**src/rtl/alarm_pkg.sv**
```systemverilog
// Shared definitions for the alarm keypad front end: key codes, FSM states
// and the HH:MM validity rule.
package alarm_pkg;

  localparam logic [3:0] KEY_ALARM = 4'hA;
  localparam logic [3:0] KEY_CLEAR = 4'hC;
  localparam int unsigned TMO_W = 8;

  typedef enum logic {
    ST_IDLE  = 1'b0,
    ST_ENTRY = 1'b1
  } state_t;

  function automatic logic is_digit(input logic [3:0] k);
    return (k <= 4'd9);
  endfunction

  // Accepts 00:00 .. 23:59
  function automatic logic is_valid_hhmm(input logic [3:0] ms_hr,
                                         input logic [3:0] ls_hr,
                                         input logic [3:0] ms_min,
                                         input logic [3:0] ls_min);
    logic hr_ok;
    hr_ok = ((ms_hr < 4'd2) && (ls_hr <= 4'd9)) ||
            ((ms_hr == 4'd2) && (ls_hr <= 4'd3));
    return hr_ok && (ms_min <= 4'd5) && (ls_min <= 4'd9);
  endfunction

endpackage

```
**src/rtl/alarm_key_entry_if.sv**
```systemverilog
// Keypad-side inputs and alarm-register-side outputs of alarm_key_entry.
interface alarm_key_entry_if;

  logic [3:0] key;
  logic       key_valid;
  logic       one_second;
  logic [3:0] new_alarm_ms_hr;
  logic [3:0] new_alarm_ls_hr;
  logic [3:0] new_alarm_ms_min;
  logic [3:0] new_alarm_ls_min;
  logic       load_new_alarm;
  logic       entry_active;
  logic       entry_error;

  modport master (
    output key, key_valid, one_second,
    input  new_alarm_ms_hr, new_alarm_ls_hr, new_alarm_ms_min, new_alarm_ls_min,
    input  load_new_alarm, entry_active, entry_error
  );

  modport slave (
    input  key, key_valid, one_second,
    output new_alarm_ms_hr, new_alarm_ls_hr, new_alarm_ms_min, new_alarm_ls_min,
    output load_new_alarm, entry_active, entry_error
  );

endinterface

```
**src/rtl/entry_timeout_ctr.sv**
```systemverilog
// Tick counter with synchronous clear; term_o pulses on the tick that would
// reach TIMEOUT_SECS, and the counter wraps to zero on that tick.
module entry_timeout_ctr
  import alarm_pkg::*;
#(
  parameter int unsigned TIMEOUT_SECS = 10
) (
  input  logic clk_i,
  input  logic rst_ni,
  input  logic clr_i,
  input  logic en_i,
  output logic term_o
);

  localparam logic [TMO_W-1:0] TERM_CNT = TMO_W'(TIMEOUT_SECS - 1);

  logic [TMO_W-1:0] cnt_q;

  // Clear has priority, so a key arriving with a tick never times out.
  assign term_o = en_i && !clr_i && (cnt_q == TERM_CNT);

  always_ff @(posedge clk_i or negedge rst_ni) begin
    if (!rst_ni) begin
      cnt_q <= '0;
    end else if (clr_i || term_o) begin
      cnt_q <= '0;
    end else if (en_i) begin
      cnt_q <= cnt_q + 1'b1;
    end
  end

endmodule

```
**src/rtl/alarm_key_entry.sv**
```systemverilog
// Keypad entry of an HH:MM alarm time into a 4-digit shift buffer, validated
// on the ALARM key; abandoned entries time out on one-second ticks.
module alarm_key_entry
  import alarm_pkg::*;
#(
  parameter int unsigned TIMEOUT_SECS = 10
) (
  input logic              clock,
  input logic              reset,
  alarm_key_entry_if.slave bus
);

  state_t     state_q;
  logic [3:0] ms_hr_q, ls_hr_q, ms_min_q, ls_min_q;
  logic [2:0] cnt_q;
  logic       load_q, act_q, err_q;

  logic key_digit, key_alarm, key_clear, key_accepted;
  logic tmo_clr, tmo_en, tmo_term;

  assign key_digit    = bus.key_valid && is_digit(bus.key);
  assign key_alarm    = bus.key_valid && (bus.key == KEY_ALARM);
  assign key_clear    = bus.key_valid && (bus.key == KEY_CLEAR);
  assign key_accepted = key_digit || key_alarm || key_clear;

  assign tmo_clr = (state_q != ST_ENTRY) || key_accepted;
  assign tmo_en  = (state_q == ST_ENTRY) && bus.one_second;

  entry_timeout_ctr #(
    .TIMEOUT_SECS(TIMEOUT_SECS)
  ) u_tmo (
    .clk_i (clock),
    .rst_ni(reset),
    .clr_i (tmo_clr),
    .en_i  (tmo_en),
    .term_o(tmo_term)
  );

  always_ff @(posedge clock or negedge reset) begin
    if (!reset) begin
      state_q  <= ST_IDLE;
      ms_hr_q  <= '0;
      ls_hr_q  <= '0;
      ms_min_q <= '0;
      ls_min_q <= '0;
      cnt_q    <= '0;
      load_q   <= 1'b0;
      act_q    <= 1'b0;
      err_q    <= 1'b0;
    end else begin
      load_q <= 1'b0;
      err_q  <= 1'b0;
      unique case (state_q)
        ST_IDLE: begin
          if (key_digit) begin
            ms_hr_q  <= '0;
            ls_hr_q  <= '0;
            ms_min_q <= '0;
            ls_min_q <= bus.key;
            cnt_q    <= 3'd1;
            state_q  <= ST_ENTRY;
            act_q    <= 1'b1;
          end
        end
        ST_ENTRY: begin
          if (key_digit) begin
            ms_hr_q  <= ls_hr_q;
            ls_hr_q  <= ms_min_q;
            ms_min_q <= ls_min_q;
            ls_min_q <= bus.key;
            cnt_q    <= (cnt_q == 3'd4) ? 3'd4 : cnt_q + 3'd1;
          end else if (key_alarm &&
                       (cnt_q == 3'd4) &&
                       is_valid_hhmm(ms_hr_q, ls_hr_q, ms_min_q, ls_min_q)) begin
            load_q  <= 1'b1;
            cnt_q   <= '0;
            state_q <= ST_IDLE;
            act_q   <= 1'b0;
          end else if (key_alarm || key_clear || tmo_term) begin
            err_q    <= key_alarm;
            ms_hr_q  <= '0;
            ls_hr_q  <= '0;
            ms_min_q <= '0;
            ls_min_q <= '0;
            cnt_q    <= '0;
            state_q  <= ST_IDLE;
            act_q    <= 1'b0;
          end
        end
      endcase
    end
  end

  assign bus.new_alarm_ms_hr  = ms_hr_q;
  assign bus.new_alarm_ls_hr  = ls_hr_q;
  assign bus.new_alarm_ms_min = ms_min_q;
  assign bus.new_alarm_ls_min = ls_min_q;
  assign bus.load_new_alarm   = load_q;
  assign bus.entry_active     = act_q;
  assign bus.entry_error      = err_q;

endmodule

```
**src/flat_wrapper.sv**
```systemverilog
// flat-port wrapper written by rule: the top's interface ports become plain ports
module alarm_key_entry_flat import alarm_pkg::*;
#(
  parameter int unsigned TIMEOUT_SECS = 10
)
  (clock, reset, bus_key, bus_key_valid, bus_one_second, bus_new_alarm_ms_hr, bus_new_alarm_ls_hr, bus_new_alarm_ms_min, bus_new_alarm_ls_min, bus_load_new_alarm, bus_entry_active, bus_entry_error);
  alarm_key_entry_if bus_i ();
  input logic clock;
  input logic reset;
  input wire logic [$bits(bus_i.key)-1:0] bus_key;
  input wire logic [$bits(bus_i.key_valid)-1:0] bus_key_valid;
  input wire logic [$bits(bus_i.one_second)-1:0] bus_one_second;
  output wire logic [$bits(bus_i.new_alarm_ms_hr)-1:0] bus_new_alarm_ms_hr;
  output wire logic [$bits(bus_i.new_alarm_ls_hr)-1:0] bus_new_alarm_ls_hr;
  output wire logic [$bits(bus_i.new_alarm_ms_min)-1:0] bus_new_alarm_ms_min;
  output wire logic [$bits(bus_i.new_alarm_ls_min)-1:0] bus_new_alarm_ls_min;
  output wire logic [$bits(bus_i.load_new_alarm)-1:0] bus_load_new_alarm;
  output wire logic [$bits(bus_i.entry_active)-1:0] bus_entry_active;
  output wire logic [$bits(bus_i.entry_error)-1:0] bus_entry_error;
  assign bus_i.key = bus_key;
  assign bus_i.key_valid = bus_key_valid;
  assign bus_i.one_second = bus_one_second;
  assign bus_new_alarm_ms_hr = bus_i.new_alarm_ms_hr;
  assign bus_new_alarm_ls_hr = bus_i.new_alarm_ls_hr;
  assign bus_new_alarm_ms_min = bus_i.new_alarm_ms_min;
  assign bus_new_alarm_ls_min = bus_i.new_alarm_ls_min;
  assign bus_load_new_alarm = bus_i.load_new_alarm;
  assign bus_entry_active = bus_i.entry_active;
  assign bus_entry_error = bus_i.entry_error;
  alarm_key_entry #(.TIMEOUT_SECS(TIMEOUT_SECS)) u_core (.clock(clock), .reset(reset), .bus(bus_i));
endmodule
```
**config.mk**
```make
export PLATFORM = sky130hd
export DESIGN_NAME = alarm_key_entry_flat
export DESIGN_NICKNAME = d
export VERILOG_FILES = /design/src/rtl/alarm_pkg.sv /design/src/rtl/alarm_key_entry_if.sv /design/src/rtl/entry_timeout_ctr.sv /design/src/rtl/alarm_key_entry.sv /design/src/flat_wrapper.sv
export SDC_FILE = /design/constraint.sdc
export NUM_CORES = 1
export LEC_CHECK = 0
export BUFFER_PORTS_ARGS = -buffer_cell sky130_fd_sc_hd__buf_2
export CAP_MARGIN = 30
export CORE_UTILIZATION = 60
export DETAILED_ROUTE_END_ITERATION = 16
export PLACE_DENSITY_LB_ADDON = 0.05
export SYNTH_ARGS = -nofsm -noshare
export SYNTH_HDL_FRONTEND = slang
export SYNTH_SLANG_ARGS = --single-unit
```
**constraint.sdc**
```tcl
create_clock -name clock -period 4.9 [get_ports clock]
set_input_delay 0.245 -clock clock [delete_from_list [all_inputs] [get_ports clock]]
set_output_delay 0.245 -clock clock [all_outputs]
set_load 0.01 [all_outputs]
```
==> impl_metrics.csv <==
group,metric,value,unit
floorplan,initial_utilization,63.6,%
clock_tree,cts_tree,"built",
logic_synthesis,async_flop_share,100,%
setup_path,crit_fanout,16,
setup_path,required,5.11,ns
layout,multi_input_area,850,µm²
floorplan,die-width,56.1,µm
routing,vias,1586,
routing,wl,4000,µm
setup_path,crit_path_top_delay_cell,"o41a_1",
setup_path,cp_data_arrival_time,2.48,ns
setup_path,critical_path_class,"reg2reg",
clock_tree,post-cts-setup-buffers,0,
logic_synthesis,synth_edf_count,0,
timing,tightest_slew,0.935,ns
layout,final_cell_mix,"31 x dfrtp_1, 26 x buf_2, 25 x inv_1",
floorplan,num_rows,19,
logic_synthesis,syn_inst,189,
timing,drv_slew,0,
timing,fin_tns_setup,0,ns
global_route,grt_max_degree,32,
layout,drive_above_1_share,20.5,%
setup_path,cp-start-kind,"flop",
floorplan,coreArea,0.00276,mm²
timing,skew,0.0101,ns
logic_synthesis,syn_area_per_cell,9.27,µm²
logic_synthesis,netlist_area,0.00175,mm²
layout,nFillCells,224,
clock_tree,root_buffer,"clkbuf_4",
pwr,power_leakage,0.000933,µW
layout,antenna_cells,0,
clock_tree,cts_made_buffers,5,
status,status,"completed",
logic_synthesis,synthFlopType,"dfrtp_1",
floorplan,ioPinCount,27,
global_route,track_usage,28.4,%
routing,drc,0,
floorplan,die_h,56.1,µm
global_route,gr-total-overflow,0,
place,portBuffers,26,
timing,timing.final.crit_share,46.2,%
timing,rsz0062_at_grt,"no",
routing,wire_per_inst,16.0,µm
floorplan,die_area,0.00314,mm²
pwr,power_density,378,mW/mm²
timing,slew_headroom,37.4,%
timing,finalHoldViolCount,0,
clock_tree,htreeDepth,2,
layout,mostFrequentLayoutCell,"dfrtp_1",
clock_tree,cts_num_sinks,31,
timing,finalSetupViolations,0,
layout,area_growth,13.6,%
logic_synthesis,yosys_warnings,0,
place,place_hpwl,2830,µm
clock_tree,cts_resized,0,
layout,regArea,776,µm²
clock_tree,cts_max_path_buffers,2,
timing,period_minus_slack,2.27,ns
setup_path,path_cells,"inv_1 -> ha_1 -> inv_1 -> o41a_1 -> o21ai_0",
pwr,report.power.total,752,µW
routing,viasPerCell,6.34,
place,gp_congestion,0.982,
timing,fmax,441,MHz
clock_tree,clk_pin_slew,0.10,ns
routing,drt_iter0_markers,81,
routing,ant_nets,0,
logic_synthesis,ys_seq_area_share,44.3,%
logic_synthesis,syn-num-nets,203,
job,max-cap-violations,0,
routing,firstDrtPassIters,4,
logic_synthesis,synth.distinct_cells,42,
pwr,ir_worst_vdd,318,µV
setup_path,crit_top_cell,"inv_1",
global_route,grt_pass1_wl,6870,µm
setup_path,cpPeakStageDelay,0.61,ns
min_path,hold_class,"in2reg",
clock_tree,clk_latency,0.35,ns
logic_synthesis,ys_ff_latch,31,
setup_path,setup.worst_path.end_class,"flop",
global_route,first_global_vias,1564,
global_route,antenna_found_initial,0,
layout,fin_nets,232,
[final cells by class]
cell class,count,share of cell area (%)
repair buffers,28,7.41
well taps,31,1.95
clock buffers,6,2.58
clock inverters,2,1.76
inverters,25,4.71
flip-flops and latches,31,38.9
multi-input cells,127,42.7
[path summary, 6_finish.rpt]
kind	startpoint	end	slack (ns)	depth (start not counted)
worst min register to register	u_core.bus.entry_active$_DFFE_PN0P_	u_core.bus.entry_active$_DFFE_PN0P_	0.54	2
worst max-delay path	u_core.state_q$_DFF_PN0_	u_core.bus.new_alarm_ms_min[3]$_DFFE_PN0P_	2.63	5
max in group asynchronous	reset	u_core.u_tmo.cnt_q[7]$_DFFE_PN0P_	4.00	2
worst max register to register	u_core.state_q$_DFF_PN0_	u_core.bus.new_alarm_ms_min[3]$_DFFE_PN0P_	2.63	5
worst min-delay path	bus_one_second	u_core.u_tmo.cnt_q[1]$_DFFE_PN0P_	0.18	2
min in group asynchronous	reset	u_core.bus.entry_error$_DFF_PN0_	0.46	2
[cells in the mapped netlist, drive strengths merged, types with 2 or more instances]
| cell type | number | area [µm²] |
|---|---|---|
| nor2b | 2 | 12.5 |
| or4 | 2 | 15.0 |
| mux2i | 2 | 20.0 |
| o21ai | 18 | 90.1 |
| ha | 6 | 75.1 |
| a32oi | 12 | 105 |
| clkbuf | 2 | 7.51 |
| buf | 4 | 26.3 |
| inv | 25 | 93.8 |
| nand2 | 11 | 43.8 |
| a21oi | 9 | 52.6 |
| xor2 | 3 | 26.3 |
| xnor2 | 2 | 17.5 |
| nor3 | 2 | 10.0 |
| nand3 | 12 | 60.1 |
| nor4 | 2 | 12.5 |
| o41a | 2 | 22.5 |
| o31ai | 2 | 15.0 |
| or3 | 2 | 12.5 |
| nor2 | 18 | 67.6 |
| a31oi | 2 | 18.8 |
| o211ai | 4 | 50.1 |
| dfrtp | 31 | 776 |
[power breakdown]
part,internal (µW),leakage [µW],switching (µW)
Sequential,295,0.000409,36.3
Clock,120,0.0000482,96.5
Combinational,78.8,0.000476,125
Total,494,0.000933,258
[per-stage QoR]
stage / utilization [%] / hold slack [ns] / worst slack [ns] / cell area, µm² / std cells
floorplan: - / -0.0506 / 3.14 / 1750 / 189
global placement: 68.7 / 0.308 / 2.70 / 1900 / 241
detailed placement: 68.7 / 0.321 / 2.58 / 1900 / 241
CTS: 72.2 / 0.170 / 2.66 / 1990 / 250
global route: 72.2 / 0.198 / 2.47 / 1990 / 250
finish: 72.2 / 0.181 / 2.63 / 1990 / 250
[sequential cells by signal, summed over array words and instances (netlist names)]
register                     flops
u_core.u_tmo.cnt_q               8
u_core.bus.new_alarm_ls_hr       4
u_core.bus.new_alarm_ls_min      4
u_core.bus.new_alarm_ms_hr       4
u_core.bus.new_alarm_ms_min      4
u_core.cnt_q                     3
u_core.bus.entry_active          1
u_core.bus.entry_error           1
u_core.bus.load_new_alarm        1
u_core.state_q                   1
[critical path, delay by kind of cell (launching register included)]
family | cells | cell delay (ns)
flops | 1 | 0.53
compound gates | 2 | 0.78
fa+ha+maj | 1 | 0.40
buf+inv | 2 | 0.43
[kinds of logic (layout without fill, tap and decap cells)]
logic type,count (synthesis),count (layout),share of synthesized area [%]
buffers and inverters,31,61,7.28
muxes,2,2,1.14
adders and majority gates,6,6,4.28
AOI/OAI and AO/OA,58,58,25.1
and+or+nand+nor,56,56,15.5
DFF,31,31,44.3
xor gates and xnor gates,5,5,2.50
[routing by layer]
layer	up-vias	GRT usage (%)	wire length (µm)
met5	-	0	0
met4	0	18.1	119
met3	14	6.28	263
met2	71	45.2	1960
met1	757	34.9	1660
li1	744	-	-
[timing repair]
| item | CTS | global route |
|---|---|---|
| hold buffers | 1 | 0 |
| setup endpoints to repair | 0 | 0 |
| endpoints found under the hold margin | 31 | 0 |
Note: power is estimated with default switching activity, not from simulation.
